### src/rtl/hex_pkg.sv
// Shared types and constants for the hex keypad entry block.
package hex_pkg;

  localparam int unsigned NUM_ROWS  = 4;
  localparam int unsigned NUM_COLS  = 4;
  localparam int unsigned ROW_IDX_W = 2;
  localparam logic [NUM_COLS-1:0] COL_IDLE = 4'hF;

  typedef enum logic [1:0] {
    SCAN     = 2'd0,
    DEBOUNCE = 2'd1,
    HOLD     = 2'd2
  } kp_state_e;

  // Index of the lowest-numbered low (active) column; 0 when none is low.
  function automatic logic [1:0] low_col_idx(input logic [NUM_COLS-1:0] cols);
    logic [1:0] idx;
    idx = 2'd0;
    for (int i = NUM_COLS - 1; i >= 0; i--) begin
      if (!cols[i]) idx = 2'(i);
    end
    return idx;
  endfunction

endpackage

### src/rtl/key_stable_counter.sv
// Counts consecutive cycles in which match_i holds while enabled and
// flags the cycle in which the run reaches TARGET. The run restarts
// after a hit, on any mismatch, and whenever the block is disabled.
module key_stable_counter #(
  parameter int unsigned TARGET = 1
) (
  input  logic clk,
  input  logic reset,
  input  logic en_i,
  input  logic match_i,
  output logic done_c
);

  localparam int unsigned CW = (TARGET > 1) ? $clog2(TARGET) : 1;

  logic [CW-1:0] cnt_q, cnt_d;
  logic          at_last;

  // Hit detection and next run length.
  always_comb begin
    at_last = (cnt_q == CW'(TARGET - 1));
    done_c  = en_i && match_i && at_last;
    cnt_d   = cnt_q;
    if (!en_i || !match_i || at_last) cnt_d = '0;
    else                              cnt_d = cnt_q + CW'(1);
  end

  // Run-length register.
  always_ff @(posedge clk or posedge reset) begin
    if (reset) cnt_q <= '0;
    else       cnt_q <= cnt_d;
  end

endmodule

### src/rtl/hex_keypad_entry.sv
// 4x4 hex keypad scanner with debounce and a four-digit entry shift register.
// HEX_KEYPAD_DEBOUNCE_EN: when defined, presses and releases must be stable
// for DEBOUNCE_CNT cycles; when undefined a single cycle is enough.
module hex_keypad_entry
  import hex_pkg::*;
#(
  parameter int unsigned SCAN_DIV     = 1000,
  parameter int unsigned DEBOUNCE_CNT = 20000
) (
  input  logic                clk,
  input  logic                reset,
  output logic [NUM_ROWS-1:0] row,
  input  logic [NUM_COLS-1:0] col,
  input  logic                clear,
  output logic [15:0]         value,
  output logic [3:0]          key_code,
  output logic                key_valid
);

`ifdef HEX_KEYPAD_DEBOUNCE_EN
  localparam int unsigned DB_EFF = DEBOUNCE_CNT;
`else
  localparam int unsigned DB_EFF = (DEBOUNCE_CNT > 0) ? 1 : 1;
`endif
  localparam int unsigned DIV_W = (SCAN_DIV > 1) ? $clog2(SCAN_DIV) : 1;

  logic [NUM_COLS-1:0]  col_meta_q, col_sync_q;
  kp_state_e            state_q;
  logic [ROW_IDX_W-1:0] row_idx_q;
  logic [NUM_ROWS-1:0]  row_q;
  logic [DIV_W-1:0]     div_q;
  logic [NUM_COLS-1:0]  pat_q;
  logic [15:0]          value_q;
  logic [3:0]           key_code_q;
  logic                 key_valid_q;

  logic                 stable_en_c;
  logic                 stable_match_c;
  logic                 stable_done_c;
  logic                 accept_c;
  logic [3:0]           code_c;
  logic                 dwell_end_c;

  assign row       = row_q;
  assign value     = value_q;
  assign key_code  = key_code_q;
  assign key_valid = key_valid_q;

  // Two-flop synchronizer for the asynchronous column inputs.
  always_ff @(posedge clk or posedge reset) begin
    if (reset) begin
      col_meta_q <= COL_IDLE;
      col_sync_q <= COL_IDLE;
    end else begin
      col_meta_q <= col;
      col_sync_q <= col_meta_q;
    end
  end

  // Stability target: captured press pattern while debouncing, idle while holding.
  always_comb begin
    stable_en_c    = (state_q != SCAN);
    stable_match_c = (state_q == DEBOUNCE) ? (col_sync_q == pat_q)
                                           : (col_sync_q == COL_IDLE);
    accept_c       = (state_q == DEBOUNCE) && stable_done_c;
    code_c         = {row_idx_q, low_col_idx(pat_q)};
    dwell_end_c    = (div_q == DIV_W'(SCAN_DIV - 1));
  end

  key_stable_counter #(
    .TARGET (DB_EFF)
  ) u_stable (
    .clk     (clk),
    .reset   (reset),
    .en_i    (stable_en_c),
    .match_i (stable_match_c),
    .done_c  (stable_done_c)
  );

  // Scan / debounce / hold sequencing with registered row drive and key outputs.
  always_ff @(posedge clk or posedge reset) begin
    if (reset) begin
      state_q     <= SCAN;
      row_idx_q   <= '0;
      row_q       <= 4'b1110;
      div_q       <= '0;
      pat_q       <= COL_IDLE;
      key_code_q  <= 4'h0;
      key_valid_q <= 1'b0;
    end else begin
      key_valid_q <= 1'b0;
      case (state_q)
        SCAN: begin
          if (dwell_end_c) begin
            div_q <= '0;
            if (col_sync_q == COL_IDLE) begin
              row_idx_q <= row_idx_q + 2'd1;
              row_q     <= {row_q[NUM_ROWS-2:0], row_q[NUM_ROWS-1]};
            end else begin
              pat_q   <= col_sync_q;
              state_q <= DEBOUNCE;
            end
          end else begin
            div_q <= div_q + DIV_W'(1);
          end
        end
        DEBOUNCE: begin
          if (col_sync_q != pat_q) begin
            state_q <= SCAN;
          end else if (accept_c) begin
            key_valid_q <= 1'b1;
            key_code_q  <= code_c;
            state_q     <= HOLD;
          end
        end
        HOLD: begin
          if (stable_done_c) begin
            state_q   <= SCAN;
            row_idx_q <= row_idx_q + 2'd1;
            row_q     <= {row_q[NUM_ROWS-2:0], row_q[NUM_ROWS-1]};
          end
        end
        default: state_q <= SCAN;
      endcase
    end
  end

  // Entered digits: clear has priority over a coincident accept.
  always_ff @(posedge clk or posedge reset) begin
    if (reset)         value_q <= 16'h0000;
    else if (clear)    value_q <= 16'h0000;
    else if (accept_c) value_q <= {value_q[11:0], code_c};
  end

endmodule

### config.mk
export PLATFORM = sky130hd
export DESIGN_NAME = hex_keypad_entry
export DESIGN_NICKNAME = d
export VERILOG_FILES = /design/src/rtl/hex_pkg.sv /design/src/rtl/key_stable_counter.sv /design/src/rtl/hex_keypad_entry.sv
export SDC_FILE = /design/constraint.sdc
export NUM_CORES = 1
export LEC_CHECK = 0
export ABC_AREA = 1
export CORE_ASPECT_RATIO = 0.5
export CORE_MARGIN = 2
export CORE_UTILIZATION = 48
export CTS_CLUSTER_DIAMETER = 150
export DETAILED_ROUTE_END_ITERATION = 10
export GPL_TIMING_DRIVEN = 0
export PLACE_DENSITY = 0.74
export SLEW_MARGIN = 20
export SYNTH_ARGS = -nofsm -noshare
export SYNTH_HDL_FRONTEND = slang
export SYNTH_HIERARCHICAL = 1
export SYNTH_SLANG_ARGS = --single-unit
### constraint.sdc
create_clock -name clk -period 1.7 [get_ports clk]
set_input_delay 0.17 -clock clk [delete_from_list [all_inputs] [get_ports clk]]
set_output_delay 0.17 -clock clk [all_outputs]
set_load 0.05 [all_outputs]
# After elaboration in Yosys (flattened, before gate mapping)
# Index checks and enable logic that the tools add are counted.
[op_classes]
add_sub_neg = 3
eq_ne = 11
mux = 26
bitwise = 3
n_reduce_logical = 15
[op_table]
columns = ["op", "count"]
rows = [
  ["2-to-1 mux 16 bit", 2],
  ["2-to-1 mux 2 bit", 12],
  ["2-to-1 mux 4 bit", 3],
  ["adder 10 x 1 -> 10 bit (second input constant)", 1],
  ["== test 10 bit (second input constant)", 1],
  ["2-to-1 mux 10 bit", 1],
  ["!= test 2 bit (second input constant)", 4],
  ["case mux 4 bit (2 select lines)", 1],
  ["AND reduction 4 bit", 2],
  ["case mux 2 bit (3 select lines)", 1],
  ["AND reduction 3 bit", 2],
  ["nonzero test 2 bit", 3],
  ["2-to-1 mux 1 bit", 5],
  ["== test 4 bit", 1],
  ["== test 4 bit (second input constant)", 1],
  ["!= test 4 bit", 1],
  ["case mux 2 bit (2 select lines)", 1],
  ["logical AND 1 bit", 3],
  ["!= test 3 x 2 -> 1 bit (second input constant)", 1],
  ["inverter 1 bit", 3],
  ["adder 2 x 1 -> 2 bit (second input constant)", 1],
  ["== test 2 x 1 -> 1 bit (second input constant)", 1],
  ["== test 2 bit (second input constant)", 1],
  ["logical NOT 1 bit", 2],
  ["other kinds (3)", 4],
]
[word_totals]
ff_bits = 52
inputBits = 7
output_inout_bits = 25
wordCells = 69

# Logic depth before layout (Yosys ltp)
[depth]
ltp_word = 8
ltp_mapped = 15
mapped_depth_nobuf = 15

# Cells and area by module
# Netlist, hierarchy kept.
[by_module_without_submodules]
columns = ["module", "n_inst", "cells_each", "area_per_inst_um2", "seq_area_each_um2"]
rows = [
  ["hex_keypad_entry", 1, 236, 2250.9, 1295.0],
  ["key_stable_counter", 1, 5, 42.5, 25.0],
]

# Least setup slack after synthesis
# OpenSTA, ideal clock, no wires.
[synth_timing]
kind = "reg-to-reg"
from = "register pat_q[1]"
to = "register value_q[0] (netlist: value[0])"
setup_time_ns = 0.127
arrival_time_ns = 1.724
required_ns = 1.573
path_slack_ns = -0.151
path_stages_with_launch = 15
n_path_buf = 1
synth_period_minus_slack_ns = 1.851
path_cell_list = "dfstp_2 -> inv_1 -> nand2_1 -> nand2_1 -> nor2_2 -> nand2_2 -> o21ai_0 -> nand2_1 -> nor2_2 -> inv_1 -> nor2_4 -> inv_2 -> nand2_1 -> buf_4 -> o22ai_1"
[synth_via]
elab_chain_cells = 6
word_cells_on_any_way = 10
classes_between = "eq/ne (1); mux (5); reduce/logical (4)"
[synth_lines]
columns = ["item", "line_no", "text"]
rows = [
  ["from (decl)", "hex_keypad_entry.sv:32", "logic [NUM_COLS-1:0] pat_q;"],
  ["from (signal assigned)", "hex_keypad_entry.sv:100", "pat_q <= col_sync_q;"],
  ["== test 4 bit", "hex_keypad_entry.sv:63", "stable_match_c = (state_q == DEBOUNCE) ? (col_sync_q == pat_q)"],
  ["2-to-1 mux 1 bit", "hex_keypad_entry.sv:63", ""],
  ["via stable_match_c", "hex_keypad_entry.sv:38", "logic stable_match_c;"],
  ["logical AND 1 bit (2 in a row)", "key_stable_counter.sv:22", "done_c = en_i && match_i && at_last;"],
  ["via stable_done_c", "hex_keypad_entry.sv:39", "logic stable_done_c;"],
  ["logical AND 1 bit", "hex_keypad_entry.sv:65", "accept_c = (state_q == DEBOUNCE) && stable_done_c;"],
  ["nonzero test 2 bit (no line)", "n/a", ""],
  ["to (signal assigned)", "hex_keypad_entry.sv:132", "else if (accept_c) value_q <= {value_q[11:0], code_c};"],
  ["to (decl)", "hex_keypad_entry.sv:33", "logic [15:0] value_q;"],
]
# The timed path passes the listed nets, and every way through them passes these cells. The select of a mux whose other input is x is not followed.
# A chain may end at the register's enable or synchronous reset.

# Final worst setup path
[layout_timing]
from = "register pat_q[0]"
to = "register key_code_q[3] (netlist: key_code[3])"
[layout_via]
elab_chain_cells = 6
word_cells_on_any_way = 8
classes_between = "eq/ne (2); mux (1); bitwise (1); reduce/logical (4)"
[layout_lines]
columns = ["item", "line_no", "text"]
rows = [
  ["== test 4 bit", "hex_keypad_entry.sv:63", ""],
  ["2-to-1 mux 1 bit", "hex_keypad_entry.sv:63", ""],
  ["via stable_match_c", "hex_keypad_entry.sv:38", ""],
  ["logical AND 1 bit (2 in a row)", "key_stable_counter.sv:22", ""],
  ["via stable_done_c", "hex_keypad_entry.sv:39", ""],
  ["logical AND 1 bit", "hex_keypad_entry.sv:65", ""],
  ["AND reduction 3 bit (no line)", "n/a", ""],
  ["to (signal assigned)", "hex_keypad_entry.sv:112", "key_code_q <= code_c;"],
  ["to (decl)", "hex_keypad_entry.sv:34", "logic [3:0] key_code_q;"],
]
# The timed path passes the listed nets, and every way through them passes these cells.

==> metrics.log <==
[metrics] vias in the first global route: 1,815
[metrics] max-cap viol count: 0
[metrics] launching element type of the critical path: register
[metrics] antenna violations before repair: 0
[metrics] net count reported at finish: 315
[metrics] cts hold-fix bufs: 0
[metrics] Hold Violations, Final: 0
[metrics] drt initial violations: 72
[metrics] post-synthesis register bit count: 52
[metrics] Routability Congestion: 0.844
[metrics] starting utilization of the core area: 0.511
[metrics] Static Leakage: 1.56 nW
[metrics] slew at the pin closest to its max-slew limit: 0.675 ns
[metrics] total number of vias: 1,888
[metrics] Placeable Area: 4490 µm²
[metrics] Setup crit end kind: register
[metrics] fraction of power consumed by sequential logic: 0.573
[metrics] worst hold-check path type: in -> async
[metrics] launching point of the worst reg2reg path: pat_q[0]$_DFFE_PP1P_
[metrics] row count: 17
[metrics] peak fanout along the critical path: 4
[metrics] placed cells: 339
[metrics] DRC Markers: 0
[metrics] power spent charging and discharging nets: 0.000461 W
[metrics] Final Instance Count excl. Fillers: 374
[metrics] diode count: 0
[metrics] number of vias per cell: 5.05
[metrics] proportion of total power due to net switching: 0.209
[metrics] count of distinct cell types in the synthesized netlist: 30
[metrics] post-synthesis to final-layout area growth: 38.7%
[metrics] register-to-register setup slack: -0.49 ns
[metrics] total count of max-transition violations in the final report: 0
[metrics] Synthesized Nets: 249
[metrics] Syn Inst Count: 241
[metrics] DRT Pass-1 Iters: 4
[metrics] clk buf depth: 2
[metrics] largest vdd supply drop: 0.416 mV
[metrics] final setup violating endpoints: 29
[metrics] Highest Clock Rate: 0.457 GHz
[metrics] P per Cell Area: 693 nW/µm²
[metrics] CTS H-Tree Depth: 2
[metrics] die height: 52.9 µm
[metrics] GRT Resource Usage Total: 0.201
[metrics] worst clock skew on the final layout: 0.00935 ns
[metrics] I/O pin count: 32
[metrics] Comb pwr share: 0.049
[metrics] required time of the critical path: 1.94 ns
[metrics] wire length of the first global-routing pass: 8110 µm
[metrics] CTS tree: yes
[metrics] total global routing overflow: 0
[metrics] violated checks: negative setup slack
[metrics] fraction of power consumed by the clock network: 0.377
[metrics] post-layout minimum cycle time: 2.19 ns
[metrics] Internal: 0.00174 W
[metrics] final worst path period share: 1.29
[metrics] aggregate routed wire length: 5390 µm
[metrics] setup repair after global routing missed its margin: yes
[metrics] clock net sink count: 52
[metrics] clk slew on worst S/H paths: 0.10 ns
[metrics] layout cell share with drive strength beyond 1: 0.360
[metrics] run status: finished, violations left
[metrics] Die Width: 102 µm
[metrics] sequential element share of the synthesized area: 0.576
[metrics] timing startpoint of the critical path: pat_q[0]$_DFFE_PP1P_
[metrics] summed instance area of the synthesized netlist: 2290 µm²
[metrics] yosys warns: 6
[metrics] area of the die: 5380 µm²
[metrics] root buffer cell: sky130_fd_sc_hd__clkbuf_8
[metrics] largest net degree at the start of global routing: 31
[metrics] average footprint of a synthesized cell: 9.52 µm²
[metrics] clock latency at the later pin of the worst-skew pair: 0.30 ns
[metrics] average detailed-routed wire length per instance: 14.4 µm
[metrics] worst relative slew slack: 0.549
[metrics] number of cells on the worst reg-to-reg path: 15
[metrics] post-route core utilization: 0.709
[metrics] hold slack: 0.0381 ns
[metrics] antenna violation net count after detailed routing: 0
[metrics] data arrival at the endpoint of the critical path: 2.42 ns
[metrics] kind of critical path: reg -> reg
[metrics] number of buffers created by CTS: 5
[metrics] dpl hpwl: 2980 µm
[metrics] setup slack after layout: -0.487 ns
[metrics] Port-buffer cells: 31
[metrics] Reg2Reg Capture Point: key_code[3]$_DFFE_PP0P_
-- what timing repair did --
item                       4_1_cts  5_1_grt
setup buffers                   20        6
resized for setup               22       28
setup endpoints to repair       32       33
cloned                           1        0
pin swaps                        9        8
-- Yosys cell counts (all sizes together) --
library cell,instances,area share
nand2,67,0.12
inv,38,0.062
dfrtp,37,0.40
nor2,22,0.057
o21ai,18,0.039
dfstp,15,0.17
nand3,12,0.034
o22ai,11,0.030
xnor2,4,0.015
buf,3,0.013
nand4,3,0.011
a21o,2,0.0065
o211ai,2,0.0065
xor2,2,0.0076
a21oi,1,0.0038
clkinv,1,0.0038
conb,1,0.0016
ha,1,0.0055
o21bai,1,0.0033
-- flip-flops by register name, indices dropped and copies added, names as in the netlist --
name            count
col_meta_q          4
col_sync_q          4
div_q              10
key_code            4
key_valid           1
pat_q               4
row                 4
row_idx_q           2
state_q             2
u_stable/cnt_q      1
value              16
-- cell usage in the layout, fill, tap and decap left out, types with 9 or more instances in the layout --
cell and count:
sky130_fd_sc_hd__dfrtp_1 37, sky130_fd_sc_hd__nand2_1 47, sky130_fd_sc_hd__buf_4 23, sky130_fd_sc_hd__nor2_1 14, sky130_fd_sc_hd__nand2_2 15, sky130_fd_sc_hd__inv_1 26
sky130_fd_sc_hd__dfstp_2 15, sky130_fd_sc_hd__inv_2 10, sky130_fd_sc_hd__clkdlybuf4s50_1 23, sky130_fd_sc_hd__o22ai_2 9, sky130_fd_sc_hd__o21ai_1 13
-- cells by family after synthesis --
logic type      share of synthesized area
other cells                       0.00164
simple gates                        0.226
fa+ha+maj                         0.00545
buf+inv                            0.0791
flops                               0.576
xor+xnor                           0.0229
compound gates                     0.0895
-- how the worst max path moves through the flow --
stage	endpoint	slack [ns]	depth (start not counted)
after floorplan	key_code[1]$_DFFE_PP0P_	-0.10	15
after global placement	value[10]$_DFFE_PP0P_	-0.60	2
after detailed placement	value[8]$_DFFE_PP0P_	-0.31	14
after CTS	key_code[1]$_DFFE_PP0P_	-0.28	15
after global routing	key_code[0]$_DFFE_PP0P_	-0.56	15
final	key_code[3]$_DFFE_PP0P_	-0.49	15
-- power by group through the flow --
stage          clock network (W)  logic [W]  registers (W)
2_1_floorplan                  0  0.0000401        0.00128
3_3_place_gp                   0  0.0000631        0.00129
3_5_place_dp                   0  0.0000728        0.00129
4_1_cts                 0.000834  0.0000964        0.00126
5_1_grt                 0.000890   0.000119        0.00127
6_report                0.000832   0.000109        0.00126
-- area by class of cell --
type / count / area [µm²]
inverter: 39 / 156
multi-input combinational: 147 / 917
clock buffer: 6 / 72.6
tap: 66 / 82.6
timing repair buffer: 59 / 564
buffer: 3 / 33.8
clock inverter: 2 / 35.0
sequential: 52 / 1320
fill: 294 / 1310
-- critical path, cell delays in order, from the launching register on --
cell                      delay, ns
sky130_fd_sc_hd__dfstp_2       0.56
sky130_fd_sc_hd__inv_2         0.05
sky130_fd_sc_hd__nand2_1       0.07
sky130_fd_sc_hd__nand2_1       0.09
sky130_fd_sc_hd__nor2_2        0.13
sky130_fd_sc_hd__nand2_2       0.10
sky130_fd_sc_hd__o21ai_2       0.13
sky130_fd_sc_hd__nand2_1       0.10
sky130_fd_sc_hd__nor2_2        0.17
sky130_fd_sc_hd__inv_2         0.08
sky130_fd_sc_hd__nor2_4        0.15
sky130_fd_sc_hd__inv_4         0.07
sky130_fd_sc_hd__nor2_4        0.13
sky130_fd_sc_hd__buf_4         0.13
sky130_fd_sc_hd__nand2_1       0.07
sky130_fd_sc_hd__nand2_1       0.09
-- metrics by stage --
step                TNS, ns  power [W]  cell area [µm²]  setup slack, ns
floorplan             -1.52    0.00132             2300           -0.103
global placement     -30.39    0.00135             2700           -0.604
detailed placement    -6.76    0.00136             2720           -0.308
CTS                   -6.71    0.00219             3050           -0.285
global route         -14.23    0.00227             3180           -0.564
finish               -11.53    0.00221             3180           -0.487
-- layer usage --
layer / track usage / part of all wire / wire length, µm / vias to the layer above
li1: - / - / - / 886
met1: 0.249 / 0.41 / 2230 / 919
met2: 0.354 / 0.50 / 2690 / 63
met3: 0.0542 / 0.048 / 261 / 20
met4: 0.0563 / 0.037 / 201 / 0
met5: 0 / 0 / 0 / -
No activity file was read; power rests on OpenSTA's default activity.
